$ cat src/rtl/logic_unit_scheduler.sv
// logic_unit_scheduler
// Shares one registered AND/OR logic unit among N_REQ requesters. A request is arbitrated
// and its operands are latched. The unit's CE is pulsed for a single cycle. The unit's Q is
// then returned to the winning requester with a valid/ack handshake. At most one operation
// is in flight at a time.
// Build option: define LU_SCHED_FIXED_PRIO_EN for fixed priority (lowest index wins, no
// round-robin pointer). Leave it undefined for the default round-robin arbitration.
module logic_unit_scheduler #(
  parameter int N_REQ = 4,
  parameter int DW    = 1,
  parameter int IDW   = $clog2(N_REQ)
) (
  input  logic                  CLK,
  input  logic                  Clr,
  input  logic [N_REQ-1:0]      req,
  input  logic [N_REQ*DW-1:0]   op_a,
  input  logic [N_REQ*DW-1:0]   op_b,
  input  logic [N_REQ-1:0]      op_c,
  output logic [N_REQ-1:0]      gnt,
  output logic                  rsp_valid,
  output logic [IDW-1:0]        rsp_id,
  output logic [DW-1:0]         rsp_data,
  input  logic                  rsp_ack,
  output logic                  busy,
  output logic [DW-1:0]         lu_a,
  output logic [DW-1:0]         lu_b,
  output logic                  lu_c,
  output logic                  lu_ce,
  input  logic [DW-1:0]         lu_q
);

  typedef enum logic [1:0] {
    ST_IDLE  = 2'd0,
    ST_ISSUE = 2'd1,
    ST_RESP  = 2'd2
  } state_t;

  state_t             state_q;
  logic [N_REQ-1:0]   gnt_q;
  logic               rsp_valid_q;
  logic [IDW-1:0]     rsp_id_q;
  logic               busy_q;
  logic [DW-1:0]      lu_a_q;
  logic [DW-1:0]      lu_b_q;
  logic               lu_c_q;
  logic               lu_ce_q;

  logic               win_found_s;
  logic [IDW-1:0]     win_idx_s;
  logic [IDW-1:0]     cand_s;
  logic [N_REQ-1:0]   win_onehot_s;
  logic [DW-1:0]      sel_a_s;
  logic [DW-1:0]      sel_b_s;
  logic               sel_c_s;

`ifndef LU_SCHED_FIXED_PRIO_EN
  logic [IDW-1:0]     ptr_q;
  logic [IDW-1:0]     ptr_d;
`endif

  // Pick the winner: first active requester at or after the pointer, or the lowest index in fixed mode.
  always_comb begin
    win_found_s = 1'b0;
    win_idx_s   = '0;
    cand_s      = '0;
    for (int k = 0; k < N_REQ; k++) begin
`ifdef LU_SCHED_FIXED_PRIO_EN
      cand_s = IDW'(k);
`else
      cand_s = IDW'((int'(ptr_q) + k) % N_REQ);
`endif
      if (!win_found_s && req[cand_s]) begin
        win_found_s = 1'b1;
        win_idx_s   = cand_s;
      end else begin
        win_found_s = win_found_s;
        win_idx_s   = win_idx_s;
      end
    end
  end

  // Extract the winner's operand slices and build its one-hot grant vector.
  always_comb begin
    sel_a_s      = op_a[win_idx_s*DW +: DW];
    sel_b_s      = op_b[win_idx_s*DW +: DW];
    sel_c_s      = op_c[win_idx_s];
    win_onehot_s = N_REQ'(1) << win_idx_s;
  end

`ifndef LU_SCHED_FIXED_PRIO_EN
  // Compute the pointer value that follows the current winner, wrapping after the last requester.
  always_comb begin
    if (win_idx_s == IDW'(N_REQ - 1)) begin
      ptr_d = '0;
    end else begin
      ptr_d = win_idx_s + IDW'(1);
    end
  end
`endif

  // Sequence each operation IDLE -> ISSUE -> RESP, and drive all outputs from registers.
  always_ff @(posedge CLK or posedge Clr) begin
    if (Clr) begin
      state_q     <= ST_IDLE;
      gnt_q       <= '0;
      rsp_valid_q <= 1'b0;
      rsp_id_q    <= '0;
      busy_q      <= 1'b0;
      lu_a_q      <= '0;
      lu_b_q      <= '0;
      lu_c_q      <= 1'b0;
      lu_ce_q     <= 1'b0;
`ifndef LU_SCHED_FIXED_PRIO_EN
      ptr_q       <= '0;
`endif
    end else begin
      case (state_q)
        ST_IDLE: begin
          if (win_found_s) begin
            state_q  <= ST_ISSUE;
            gnt_q    <= win_onehot_s;
            rsp_id_q <= win_idx_s;
            lu_a_q   <= sel_a_s;
            lu_b_q   <= sel_b_s;
            lu_c_q   <= sel_c_s;
            lu_ce_q  <= 1'b1;
            busy_q   <= 1'b1;
`ifndef LU_SCHED_FIXED_PRIO_EN
            ptr_q    <= ptr_d;
`endif
          end else begin
            gnt_q   <= '0;
            lu_ce_q <= 1'b0;
            busy_q  <= 1'b0;
          end
        end
        ST_ISSUE: begin
          // The unit captures the operands on this edge, so Q is valid from RESP onward.
          state_q     <= ST_RESP;
          gnt_q       <= '0;
          lu_ce_q     <= 1'b0;
          rsp_valid_q <= 1'b1;
        end
        ST_RESP: begin
          if (rsp_ack) begin
            state_q     <= ST_IDLE;
            rsp_valid_q <= 1'b0;
            busy_q      <= 1'b0;
          end else begin
            rsp_valid_q <= 1'b1;
          end
        end
        default: begin
          state_q     <= ST_IDLE;
          gnt_q       <= '0;
          rsp_valid_q <= 1'b0;
          busy_q      <= 1'b0;
          lu_ce_q     <= 1'b0;
        end
      endcase
    end
  end

  assign gnt       = gnt_q;
  assign rsp_valid = rsp_valid_q;
  assign rsp_id    = rsp_id_q;
  assign busy      = busy_q;
  assign lu_a      = lu_a_q;
  assign lu_b      = lu_b_q;
  assign lu_c      = lu_c_q;
  assign lu_ce     = lu_ce_q;
  // Because CE is idle during RESP, Q is stable there and can be forwarded without another register stage.
  assign rsp_data  = rsp_valid_q ? lu_q : '0;

endmodule

$ cat config.mk
export PLATFORM = sky130hd
export DESIGN_NAME = logic_unit_scheduler
export DESIGN_NICKNAME = d
export VERILOG_FILES = /design/src/rtl/logic_unit_scheduler.sv
export SDC_FILE = /design/constraint.sdc
export NUM_CORES = 1
export LEC_CHECK = 0
export BUFFER_PORTS_ARGS = -buffer_cell sky130_fd_sc_hd__buf_2
export CAP_MARGIN = 20
export CORE_MARGIN = 4
export CORE_UTILIZATION = 54
export CTS_BUF_LIST = sky130_fd_sc_hd__clkbuf_2
export CTS_CLUSTER_SIZE = 10
export DETAILED_ROUTE_END_ITERATION = 7
export GPL_TIMING_DRIVEN = 0
export PLACE_DENSITY = 0.84
export RECOVER_POWER = 50
export SETUP_SLACK_MARGIN = 0.05
export SLEW_MARGIN = 0
export SYNTH_ARGS = -nofsm -noshare
export SYNTH_HDL_FRONTEND = slang
export SYNTH_SLANG_ARGS = --single-unit
$ cat constraint.sdc
create_clock -name CLK -period 4.1 [get_ports CLK]
set_clock_uncertainty 0.15 [all_clocks]
set_input_delay 0.82 -clock CLK [delete_from_list [all_inputs] [get_ports CLK]]
set_output_delay 0.82 -clock CLK [all_outputs]
set_load 0.005 [all_outputs]
Yosys cells after proc, flatten, opt, wreduce, memory -nomap -nowiden
Cells that the tools add are included.
{"block": "word_totals", "ff_bits": 16, "latch_bits": 0, "ramBits": 0, "mem_bits_ro": 0, "inputBits": 20, "output_inout_bits": 13, "mem_count": 0}
{"block": "op_classes", "addsub": 4, "mul": 0, "div_mod_pow": 0, "order_cmp": 5, "n_eq_ne": 5, "shift": 3, "n_mux": 31, "bitwise_logic": 1, "reduce_logical": 10}
{"cell": "$lt A2 B3 Y1 const B", "count": 5}
{"cell": "$mux W2", "count": 7}
{"cell": "$mux W1", "count": 13}
{"cell": "$bmux W1 S2", "count": 5}
{"cell": "$pmux W4 S2", "count": 1}
{"cell": "$shiftx A4 B3 Y1", "count": 2}
{"cell": "$pmux W1 S3", "count": 2}
{"cell": "$pmux W2 S3", "count": 1}
{"cell": "$reduce_and A2 Y1", "count": 3}
{"cell": "$add A2 B1 Y2 const B", "count": 2}
{"cell": "$add A2 B2 Y2 const B", "count": 2}
{"cell": "$eq A2 B2 Y1 const B", "count": 2}
{"cell": "$mux W4", "count": 1}
{"cell": "$ne A2 B2 Y1 const B", "count": 2}
{"cell": "$shl A1 B2 Y4 const A", "count": 1}
{"cell": "$logic_and A1 B1 Y1", "count": 3}
{"cell": "$logic_not A1 Y1", "count": 3}
{"cell": "$eq A2 B1 Y1 const B", "count": 1}
{"cell": "$logic_not A2 Y1", "count": 1}
{"cell": "$pmux W1 S2", "count": 1}
{"cell": "$not A1 Y1", "count": 1}

Depth between registers and ports, before layout
{"block": "depth", "ltp_word": 15, "ltp_mapped": 7}

Least setup slack after synthesis
No wires, ideal clock.
{"block": "synth_path", "kind": "input-to-reg", "start": "in req[2]", "end": "reg ptr_q[0]", "t_arrival_ps": 1754, "required_time_ps": 3855, "path_slack_ps": 2101, "stages": 6, "path_buffers": 0, "path_cell_list": "mux2i_1 -> or2_1 -> nand3_4 -> inv_1 -> ha_1 -> o31ai_1"}
{"block": "synth_via", "elab_chain_cells": 14, "word_cells_on_any_way": 26, "cone_classes": "add/sub: 1; eq/ne: 1; mux: 17; reduce/logical: 7"}
{"item": "start, declared", "line": "15", "rtl": "input logic [N_REQ-1:0] req,"}
{"item": "$bmux W1 S2", "line": "72", "rtl": "if (!win_found_s && req[cand_s]) begin"}
{"item": "$mux W1 (not written as such)", "line": "72"}
{"item": "$mux W1", "line": "72"}
{"item": "$logic_not A1 Y1", "line": "72"}
{"item": "$logic_and A1 B1 Y1", "line": "72"}
{"item": "$mux W1", "line": "72"}
{"item": "$logic_not A1 Y1", "line": "72"}
{"item": "$logic_and A1 B1 Y1", "line": "72"}
{"item": "$mux W1", "line": "72"}
{"item": "$logic_not A1 Y1", "line": "72"}
{"item": "$logic_and A1 B1 Y1", "line": "72"}
{"item": "$mux W2", "line": "72"}
{"item": "$add A2 B1 Y2 or $eq A2 B2 Y1 (tied branches)", "line": "96, 93"}
{"item": "$mux W2", "line": "93", "rtl": "if (win_idx_s == IDW'(N_REQ - 1)) begin"}
{"item": "end signal, assigned", "line": "129", "rtl": "ptr_q <= ptr_d;"}
{"item": "end, declared", "line": "57", "rtl": "logic [IDW-1:0] ptr_q;"}
Parallel ways exist; a longest one is shown, timed or not. The select of a mux whose other input is x is not followed.
A chain may end at the register's enable or synchronous reset.

Worst setup path in the final report
{"block": "layout_path", "start": "in lu_q", "end": "out rsp_data"}
{"block": "layout_via", "elab_chain_cells": 1}
{"item": "start, declared", "line": "29", "rtl": "input logic [DW-1:0] lu_q"}
{"item": "$mux W1", "line": "173", "rtl": "assign rsp_data = rsp_valid_q ? lu_q : '0;"}
{"item": "end, declared", "line": "22", "rtl": "output logic [DW-1:0] rsp_data,"}
No other way between the ends.

==> impl_metrics.ini <==
[yosys]
synthTopCellsByCount = 19 x nand2_1, 16 x dfrtp_1, 8 x o21ai_0
synthCells = 98
yosysMostFrequentCell = nand2_1
synth_top_area_share_pct = 43.66
synth_edf_count = 0
synth_top_area_cell = dfrtp_1
ys_top_cells_by_area = dfrtp_1 44%, nand2_1 7.8%, ha_1 5.5%, a2111oi_2 4.9%, mux2i_1 4.4%
ys_warn_count = 0
ys_seq_area_share_pct = 43.66
synth_area_um2 = 917.1
ys_async_sr_fraction_pct = 100.0
synth_cell_types = 26
avgSynthCellArea_um2 = 9.358
ys_ff_latch = 16
syn_nets = 122
ys.flop_type = dfrtp_1

[run]
maxCapViolations = 0

[grt]
grt_max_degree = 17
grt_pass1_vias = 794
grt_usage_pct = 17.86
grt.overflow.total = 0
antenna_found_initial = 0
grt_pass1_wl_um = 3401

[floorplan]
die_h_um = 49.21
rows = 14
dieArea_um2 = 2422
initial_core_util_pct = 58.83
core_um2 = 1559
io_pins = 33
fp.dieW_um = 49.21

[routing]
post_drt_via_cell_ratio = 5.490
avgRoutedWirePerCell_um = 13.12
drcViolationCount = 0
dr.pass1.iters = 4
drt_iter0_markers = 13
drtAntennaViolNets = 0
vias = 818
routed_wirelength_um = 1955

[clock_tree]
clk_latency_ns = 0.27
clockRootBuffer = clkbuf_2
clk_pin_slew_ns = 0.14
max-clock-path-buffers = 2
postCtsHoldBufs = 0
cts_tree = yes
h-tree-depth = 1
cts_resized = 0
post_cts_buffers = 0
cts_made_buffers = 3
cts_sinks = 16

[place]
gp_congestion = 0.7362
io_buffers = 32
hpwl_um = 1545
place_ws_ns = 1.777
placed_area_um2 = 1097

[setup_path]
endpoint_kind = output port
cp.required_ns = 3.13
regToRegSetupSlack_ns = 2.25
slowest_delay_ns = 0.12
crit_type = in -> out
crit_family = buffers and inverters
crit_slowest_cell = and2_1
startpoint_type = primary input
crit_top_cell = buf_2
worst-path-buf-inv = 2
cp_max_fo = 1
critPathArrivalTime_ns = 1.15
cp_cell_sequence = buf_2 > and2_1 > buf_2

[timing]
setup_tns_ns = 0
setup_ws_ns = 1.982
drv_slew = 0
worst_slew_pin_slew_ns = 0.6001
finalSetupViolations = 0
rsz0062_at_grt = false
min_period_over_period_pct = 51.65
slew_headroom_pct = 59.95
hold_viol_final = 0
fmax_mhz = 472.2
fin_crit_ns = 2.118

[final_layout]
final_area_um2 = 1111
fin_nets = 159
syn2layout_area_growth_pct = 21.15
drive_gt1_share_pct = 30.83
antenna_cells = 0

[power_and_ir_drop]
power.density_nw_per_um2 = 636.2
p_leak_uw = 0.0005662
max-vdd-ir-drop_mv = 0.3652

[status]
outcome = complete, no violations

[min_path]
hold_path_class = reg -> reg
## cell type report
cell class	instances	area (um2)
sequential	16	400.4
timing repair buffer	32	158.9
inverter	6	22.52
fill	123	447.9
clock buffer	3	15.01
multi-input combinational	72	474.2
tap	16	20.02
buffer	4	20.02
## cells in the final DEF, fill, tap and decap left out, types with 3 or more instances in the layout
master,synthesis,routed
buf_2,1,32
nand2_1,19,19
dfrtp_1,16,16
o21ai_0,8,8
inv_1,6,6
o31ai_1,5,5
mux2i_1,4,4
a21oi_1,4,4
nor2_1,4,4
ha_1,4,4
clkbuf_1,2,3
nand2b_1,3,3
nor3_1,3,3
a2111oi_2,3,3
a211oi_1,3,3
clkbuf_2,0,3
## tightest hold or removal path, stage by stage (launching register included)
cell and delay (ns):
dfrtp_1 0.37, nand2_1 0.05, nand2_1 0.05
## path summary, 6_finish.rpt
| path | start | to | cells after the start |
|---|---|---|---|
| setup / recovery | lu_q | rsp_data | 3 |
| hold / removal | rsp_id[1] | rsp_id[1] | 2 |
| setup reg to reg | ptr_q[1] | ptr_q[0] | 6 |
| hold reg to reg | rsp_id[1] | rsp_id[1] | 2 |
| max in group asynchronous | Clr | lu_c | 2 |
| min in group asynchronous | Clr | rsp_valid | 2 |
## kinds of logic after synthesis
| logic type | Yosys count | share of synthesized area [%] |
|---|---|---|
| simple gates | 37 | 20.60 |
| compound gates | 27 | 21.28 |
| flops | 16 | 43.66 |
| buf+inv | 10 | 4.638 |
| mux | 4 | 4.366 |
| fa+ha+maj | 4 | 5.457 |
## power by group
group | switching (uW) | internal (uW) | total, uW
sequential | 41.6 | 229 | 271
clock | 45.4 | 20.0 | 65.3
combinational | 210 | 161 | 371
total | 297 | 410 | 707
## state kept, by name, summed over array words and instances (netlist names)
signal and count:
lu_c 1, rsp_id 2, ptr_q 2, lu_ce 1, rsp_valid 1, busy 1
gnt 4, lu_b 1, state_q 2, lu_a 1
## routing by layer
layer / share of wire (%) / global-route usage, % / routed length [um] / vias up
li1: - / - / - / 414
met1: 45 / 21.99 / 879 / 375
met2: 49 / 31.47 / 964 / 27
met3: 4.6 / 0.9174 / 90 / 2
met4: 0.97 / 8.531 / 19 / 0
met5: 0 / 0 / 0 / -
## through the flow
step                hold slack [ns]  std cells  util, %  power [uW]
floorplan                    0.3191         98        -       528.6
global placement             0.3038        146    70.39       631.6
detailed placement           0.3081        146    70.39       649.9
CTS                          0.3407        149    71.35       714.6
global route                 0.3874        149    71.27       777.3
finish                       0.3392        149    71.27       706.9
Note: power is estimated with default switching activity, not from simulation.
